$ cat src/rtl/cfg_pkg.sv
// Shared types and default widths for the configuration-chain loader.
package cfg_pkg;

    localparam int CFG_WORD_W = 32;
    localparam int CFG_LEN_W  = 16;

    typedef enum logic [1:0] {
        ST_IDLE   = 2'd0,
        ST_FETCH  = 2'd1,
        ST_SHIFT  = 2'd2,
        ST_FINISH = 2'd3
    } cfg_state_e;

endpackage

$ cat src/rtl/cfg_deser.sv
// Readback capture: packs cfg_sin samples into words, emitting a short final word zero-padded.
module cfg_deser
    import cfg_pkg::*;
#(
    parameter int WORD_W = CFG_WORD_W,
    parameter int LEN_W  = CFG_LEN_W
) (
    input  logic              config_clk,
    input  logic              config_reset,
    input  logic              sample,
    input  logic              last,
    input  logic              sin,
    output logic              rb_valid,
    output logic [WORD_W-1:0] rb_data
);

    logic [LEN_W-1:0]  rb_cnt_q, rb_cnt_d;
    logic [WORD_W-1:0] rb_shreg_q, rb_shreg_d;
    logic              rb_valid_q, rb_valid_d;
    logic [WORD_W-1:0] rb_data_q, rb_data_d;
    logic [WORD_W-1:0] word_w;
    logic              word_end;

    always_ff @(posedge config_clk or negedge config_reset) begin
        if (!config_reset) begin
            rb_cnt_q   <= '0;
            rb_shreg_q <= '0;
            rb_valid_q <= 1'b0;
            rb_data_q  <= '0;
        end else begin
            rb_cnt_q   <= rb_cnt_d;
            rb_shreg_q <= rb_shreg_d;
            rb_valid_q <= rb_valid_d;
            rb_data_q  <= rb_data_d;
        end
    end

    always_comb begin
        word_w     = rb_shreg_q | (WORD_W'(sin) << rb_cnt_q);
        word_end   = (rb_cnt_q == LEN_W'(WORD_W - 1)) || last;
        rb_cnt_d   = rb_cnt_q;
        rb_shreg_d = rb_shreg_q;
        rb_valid_d = 1'b0;
        rb_data_d  = rb_data_q;
        if (sample) begin
            if (word_end) begin
                rb_valid_d = 1'b1;
                rb_data_d  = word_w;
                rb_shreg_d = '0;
                rb_cnt_d   = '0;
            end else begin
                rb_shreg_d = word_w;
                rb_cnt_d   = rb_cnt_q + LEN_W'(1);
            end
        end
    end

    assign rb_valid = rb_valid_q;
    assign rb_data  = rb_data_q;

endmodule

$ cat src/rtl/config_loader.sv
// Streams a bitstream into a config_cell chain LSB-first and captures the old contents as readback.
//   state  | meaning
//   IDLE   | waiting for start
//   FETCH  | word_ready high, chain held until a word arrives
//   SHIFT  | one chain shift per cycle from shreg
//   FINISH | one-cycle done pulse
module config_loader
    import cfg_pkg::*;
#(
    parameter int WORD_W = CFG_WORD_W,
    parameter int LEN_W  = CFG_LEN_W
) (
    input  logic              config_clk,
    input  logic              config_reset,
    input  logic              start,
    input  logic [LEN_W-1:0]  chain_len,
    input  logic              word_valid,
    input  logic [WORD_W-1:0] word_data,
    output logic              word_ready,
    output logic              cfg_sout,
    input  logic              cfg_sin,
    output logic              cfg_shift_en,
    output logic              busy,
    output logic              done,
    output logic              rb_valid,
    output logic [WORD_W-1:0] rb_data
);

    cfg_state_e        state_q, state_d;
    logic [LEN_W-1:0]  len_q, len_d;
    logic [LEN_W-1:0]  bit_cnt_q, bit_cnt_d;
    logic [LEN_W-1:0]  word_bit_q, word_bit_d;
    logic [WORD_W-1:0] shreg_q, shreg_d;
    logic              cfg_shift_en_q;
    logic              in_shift, last_bit, word_end, accept;

    always_ff @(posedge config_clk or negedge config_reset) begin
        if (!config_reset) begin
            state_q        <= ST_IDLE;
            len_q          <= '0;
            bit_cnt_q      <= '0;
            word_bit_q     <= '0;
            shreg_q        <= '0;
            cfg_shift_en_q <= 1'b0;
        end else begin
            state_q        <= state_d;
            len_q          <= len_d;
            bit_cnt_q      <= bit_cnt_d;
            word_bit_q     <= word_bit_d;
            shreg_q        <= shreg_d;
            cfg_shift_en_q <= (state_d == ST_SHIFT);
        end
    end

    assign in_shift = (state_q == ST_SHIFT);
    assign last_bit = (bit_cnt_q == len_q - LEN_W'(1));
    assign word_end = (word_bit_q == LEN_W'(WORD_W - 1));
    assign accept   = word_valid && word_ready;

    always_comb begin
        state_d    = state_q;
        len_d      = len_q;
        bit_cnt_d  = bit_cnt_q;
        word_bit_d = word_bit_q;
        shreg_d    = shreg_q;
        case (state_q)
            ST_IDLE: begin
                if (start) begin
                    len_d     = chain_len;
                    bit_cnt_d = '0;
                    state_d   = (chain_len == '0) ? ST_FINISH : ST_FETCH;
                end
            end
            ST_FETCH: begin
                if (accept) begin
                    shreg_d    = word_data;
                    word_bit_d = '0;
                    state_d    = ST_SHIFT;
                end
            end
            ST_SHIFT: begin
                shreg_d    = shreg_q >> 1;
                bit_cnt_d  = bit_cnt_q + LEN_W'(1);
                word_bit_d = word_bit_q + LEN_W'(1);
                if (last_bit) begin
                    state_d = ST_FINISH;
                end else if (word_end) begin
                    // A word offered on the last bit of the current one refills with no bubble.
                    if (accept) begin
                        shreg_d    = word_data;
                        word_bit_d = '0;
                    end else begin
                        state_d = ST_FETCH;
                    end
                end
            end
            ST_FINISH: state_d = ST_IDLE;
            default:   state_d = ST_IDLE;
        endcase
    end

    always_comb begin
        word_ready = (state_q == ST_FETCH) || (in_shift && word_end && !last_bit);
        busy       = (state_q != ST_IDLE);
        done       = (state_q == ST_FINISH);
        cfg_sout   = in_shift ? shreg_q[0] : 1'b0;
    end

    assign cfg_shift_en = cfg_shift_en_q;

    cfg_deser #(
        .WORD_W (WORD_W),
        .LEN_W  (LEN_W)
    ) u_deser (
        .config_clk   (config_clk),
        .config_reset (config_reset),
        .sample       (cfg_shift_en_q),
        .last         (in_shift && last_bit),
        .sin          (cfg_sin),
        .rb_valid     (rb_valid),
        .rb_data      (rb_data)
    );

endmodule

$ cat config.mk
export PLATFORM = sky130hd
export DESIGN_NAME = config_loader
export DESIGN_NICKNAME = d
export VERILOG_FILES = /design/src/rtl/cfg_pkg.sv /design/src/rtl/cfg_deser.sv /design/src/rtl/config_loader.sv
export SDC_FILE = /design/constraint.sdc
export NUM_CORES = 1
export LEC_CHECK = 0
export ABC_AREA = 0
export ABC_CLOCK_PERIOD_IN_PS = 3120
export CAP_MARGIN = 0
export CELL_PAD_IN_SITES_DETAIL_PLACEMENT = 2
export CELL_PAD_IN_SITES_GLOBAL_PLACEMENT = 2
export CORE_ASPECT_RATIO = 1.5
export CORE_MARGIN = 3
export CORE_UTILIZATION = 33
export DETAILED_ROUTE_END_ITERATION = 10
export HOLD_SLACK_MARGIN = 0.05
export PLACE_DENSITY_LB_ADDON = 0.1
export SYNTH_ARGS = -nofsm -noshare
export SYNTH_HDL_FRONTEND = slang
export SYNTH_SLANG_ARGS = --single-unit
export TNS_END_PERCENT = 30
$ cat constraint.sdc
create_clock -name config_clk -period 3.12 [get_ports config_clk]
set_input_delay 0.312 -clock config_clk [delete_from_list [all_inputs] [get_ports config_clk]]
set_output_delay 0.312 -clock config_clk [all_outputs]
set_load 0.05 [all_outputs]
; ---- After elaboration in Yosys (flattened, before gate mapping)
; Index checks and enable logic that the tools add are counted.
[totals]
latchBits = 0
reg_bits = 164
ram_bits = 0
wordCells = 65
out_inout_bits = 38
mem_count = 0
rom_bits = 0
inputBits = 53
[op_classes]
n_addsub = 4
mux = 24
div = 0
n_bitwise = 1
reduce_logical = 16
n_eq_ne = 9
n_shift = 1
n_lt_le_gt_ge = 0
n_mul = 0
[op_table]
columns = operator, n
row1 = $mux W32, 5
row2 = $mux W16, 6
row3 = $pmux W16 S2, 2
row4 = $pmux W32 S2, 1
row5 = $add A16 B1 Y16 const B, 3
row6 = $eq A16 B5 Y1 const B, 2
row7 = $or A32 B32 Y32, 1
row8 = $shl A1 B16 Y32, 1
row9 = $eq A16 B16 Y1, 1
row10 = $logic_not A16 Y1, 1
row11 = $sub A16 B1 Y16 const B, 1
row12 = $mux W2, 6
row13 = $pmux W2 S4, 1
row14 = $reduce_and A2 Y1, 4
row15 = $eq A2 B2 Y1 const B, 3
row16 = $reduce_bool A2 Y1, 3
row17 = $logic_and A1 B1 Y1, 4
row18 = $ne A2 B2 Y1 const B, 2
row19 = $mux W1, 3
row20 = $eq A2 B1 Y1 const B, 1
row21 = $logic_not A2 Y1, 1
row22 = $logic_or A1 B1 Y1, 2
row23 = $logic_not A1 Y1, 1

; ---- Longest topological paths before layout
; Gate-level depths: netlist of the first run.
[logic_depth]
ltp_word = 11
mapped_depth = 12
ltp_nobuf = 10

; ---- By module
; From an unflattened synthesis of the first run, not the netlist that was laid out.
[hier_totals]
cells_unflattened = 879
area_unflattened_um2 = 8733.4
[modules_own_cells]
columns = mod, cells_per_inst, area_per_inst_um2, instances
row1 = config_loader, 510, 4872.2, 1
row2 = cfg_deser, 369, 3861.2, 1

; ---- Least setup slack after synthesis of the first run
; No wires, ideal clock.
[synth_path]
path_kind = flip-flop to output port
startpoint = reg len_q[4]
endpoint = out word_ready
path_slack_ps = -233
path_stages_with_launch = 9
arrival_time_ps = 3041
cell_sequence = dfrtp_1 -> or4_1 -> clkbuf_1 -> or3_1 -> clkbuf_1 -> a221oi_1 -> nor4_1 -> a311o_1 -> o21ai_0
[synth_between]
elab_chain_len = 5
[synth_rtl]
columns = item, line
row1 = from (decl), config_loader.sv:30  ; logic [LEN_W-1:0] len_q, len_d;
row2 = from (signal assigned), config_loader.sv:47  ; len_q <= len_d;
row3 = $sub A16 B1 Y16, config_loader.sv:56  ; assign last_bit = (bit_cnt_q == len_q - LEN_W'(1));
row4 = $eq A16 B16 Y1, config_loader.sv:56
row5 = $logic_not A1 Y1, config_loader.sv:103  ; word_ready = (state_q == ST_FETCH) || (in_shift && word_end && !last_bit);
row6 = $logic_and A1 B1 Y1, config_loader.sv:103
row7 = $logic_or A1 B1 Y1, config_loader.sv:103
row8 = to (decl), config_loader.sv:19  ; output logic word_ready,
; No other way between the ends.

; ---- Worst setup path after layout of the first run
; Same ends and word-level chain as after synthesis.

==> run metrics, run 1 <==
status finished with violations; violated checks setup timing; IO Count 91; GRT Total Usage 21.6%; RR Startpoint len_q[4]; Lkg Pwr 0.00477 µW; layout cells sized above 1 19.7%; min Tclk post-route 3430 ps; Distinct cells, synth 60; FP Rows 70; FMAX 0.292 GHz; Root Buffer clkbuf_16; antenna violations before repair 0; Max VDD drop 543 µV; Vias 7057; syn nets 865; dominant synthesized flop cell dfrtp_1; routed len/inst 22.4 µm; internal reg-to-reg setup slack -230 ps; final clock skew 9.69 ps; IO buf count 90; sequential fraction of the synthesis area 50.1%; Placer Congestion 0.805; Post-synth EDFFs 0; required time worst endpoint 2810 ps; clock transition at the registers of the reported paths 70 ps; power density over the cells 889 nW/µm²; clock latency on the worst-skew pair 440 ps; Die ar. 26800 µm²; Final Cycle Share 110%; Layout Nets 1013; post-route setup slack -308 ps; Setup crit end word_ready; post-route ant nets 0; asr flop ratio synth 100%; Mapped Cells 808; total grt overflow 0; # DRC 0; post-synth top area share 50.1%; Total Power 9830 µW; critical path class register to primary output; area grow syn2layout 34.9%; clk sinks 164; Die Y 199 µm; dpl hpwl 19.4 mm; final setup vio count 108; max cap viols 0; Worst setup EP type primary output; CTS buffer count 17; Synth area leader dfrtp_1; count of pins over their slew limit 0; global-route wire length before repair 45.2 mm; RR Endpoint u_deser.rb_data[24]; Initial Utilization 33.5%; Final Hold Fails 0; vias in the first global route 7950; core area 24400 µm²; H-tree levels 4; warnings from Yosys 0; Setup WS pre-CTS -217 ps; Worst-Margin Slew 914 ps; initial drt markers 281; CP arrival 3120 ps; die width 135 µm; CTS tree built; vias per cell 5.45; worst min-delay path class primary input to asynchronous set/reset pin; DRT Pass-1 Iters 4; Max Root-Sink Buffers 2; most common cell after layout, fill and taps aside dfrtp_1; RSZ-0062 raised after global routing true; worst rel slew slack 39.0%; FF+latch count, synth 164; CP max FO 7; most frequent cells in the layout dfrtp_1 (164), clkdlybuf4s50_1 (87), nor2_1 (83), buf_4 (66), nand2_1 (52); synthesized area 8200 µm²; pin count of the biggest net entering global routing 67; Routed WL 29.0 mm; R2R depth 12; Worst Setup Start Kind register; Area contributors post-synth dfrtp_1 (50%), a221o_1 (3.9%), nor2_1 (3.8%); crit path from len_q[4]; Post-Syn Area per Cell 10.1 µm²
state kept, by name, indices dropped and copies added (netlist names):
register            count
u_deser.rb_cnt_q       16
bit_cnt_q              16
cfg_shift_en            1
u_deser.rb_shreg_q     32
len_q                  16
shreg_q                32
u_deser.rb_valid        1
state_q                 2
word_bit_q             16
u_deser.rb_data        32
how the worst min path moves through the flow:
stage | start | endpoint | slack (ps) | cells past startpoint
floorplan | config_reset | bit_cnt_q[0] | 20 | 0
global placement | config_reset | u_deser.rb_data[6] | 360 | 1
detailed placement | config_reset | u_deser.rb_data[22] | 370 | 1
CTS | config_reset | u_deser.rb_data[25] | 470 | 2
global route | word_data[18] | shreg_q[18] | 480 | 2
finish | config_reset | u_deser.rb_data[4] | 450 | 2
timing repair:
action	in CTS	in global routing
gates resized for setup	21	29
setup buffers	2	14
hold buffers	1	0
gates cloned	1	4
pin swaps	6	9
setup endpoints to repair	119	123
endpoints found under the hold margin	62	0
metrics by stage:
stage          util [%]  setup TNS (ps)  std cells  hold WS, ps  area [µm²]
5_1_grt            45.2          -27370       1293          484       11100
6_report           45.2          -13580       1294          453       11100
4_1_cts            43.9          -17000       1275          466       10700
3_3_place_gp       40.4           -1420       1239          362        9880
3_5_place_dp       40.4          -11740       1239          369        9880
2_1_floorplan         -               0        808         16.4        8200
kinds of logic (layout without fill, tap and decap cells):
logic type	count (synthesis)	count (layout)	share of synthesized area [%]
xor gates and xnor gates	34	34	3.63
AOI/OAI and AO/OA	178	178	17.1
muxes	37	37	4.78
DFF	164	164	50.1
adders and majority gates	4	4	0.611
buffers and inverters	79	240	4.31
and+or+nand+nor	312	312	19.5
other	0	1	0
area by class of cell:
type                    instances  area [µm²]
diodes                          1        2.50
clock buffers                  25         495
clock inverters                 7         166
fillers                      2508       13400
inverters                      33         124
multi-input cells             565        3980
flip-flops and latches        164        4100
well taps                     324         405
repair buffers                175        1780
power by group:
part           internal [µW]  switching [µW]  total (µW)
registers               2730             555        3280
clock network           1510             912        2420
logic                   1780            2340        4120
worst max-delay path, cell delays in order, from the launching register on:
cell and delay [ps]:
dfrtp_1 400, or4_4 600, or3_4 460, o21a_1 230, nor2_2 160, nor4_4 60
buf_4 150, a311o_1 360, o21ai_2 100, buf_12 160
per-layer routing:
| layer | vias to the layer above | part of all wire [%] | global-route usage (%) |
|---|---|---|---|
| met2 | 103 | 57 | 41.1 |
| li1 | 3227 | - | - |
| met4 | 0 | 2.3 | 6.72 |
| met1 | 3686 | 39 | 24.4 |
| met5 | - | 0 | 0 |
| met3 | 41 | 2.2 | 3.64 |
Yosys cell counts, types with 2 or more instances:
master / count
a21oi_1: 50
nand4_1: 12
a221oi_1: 2
and3_1: 9
a22o_1: 2
clkbuf_1: 28
o2111ai_1: 2
xnor2_1: 14
buf_6: 5
nor4_1: 17
mux2_2: 17
or3_1: 11
inv_1: 33
nor3_1: 17
xor2_1: 20
nand2b_1: 5
nor2_1: 84
nand2_1: 53
a311oi_1: 4
o21ai_0: 21
a221o_1: 32
o41ai_1: 2
nand3_1: 38
nand3b_1: 4
a2bb2oi_2: 18
and2_1: 35
mux2i_1: 20
or3b_2: 2
o211ai_1: 3
nor2b_1: 8
a31oi_1: 9
buf_2: 9
o31ai_1: 2
or4_1: 7
ha_1: 4
dfrtp_1: 164
buf_4: 2
a211oi_1: 19
o22ai_1: 2
buf_1: 2
Power figures use the tool's default switching activity.
==> run 2: changes to the inputs <==
--- a/config.mk
+++ b/config.mk
@@ -14,7 +14,7 @@
 export CORE_MARGIN = 3
 export CORE_UTILIZATION = 33
 export DETAILED_ROUTE_END_ITERATION = 10
-export HOLD_SLACK_MARGIN = 0.05
+export HOLD_SLACK_MARGIN = 0.02
 export PLACE_DENSITY_LB_ADDON = 0.1
 export SYNTH_ARGS = -nofsm -noshare
 export SYNTH_HDL_FRONTEND = slang
==> results of run 2 <==
No change in the layout: final DEF, timing and power equal those of run 1.
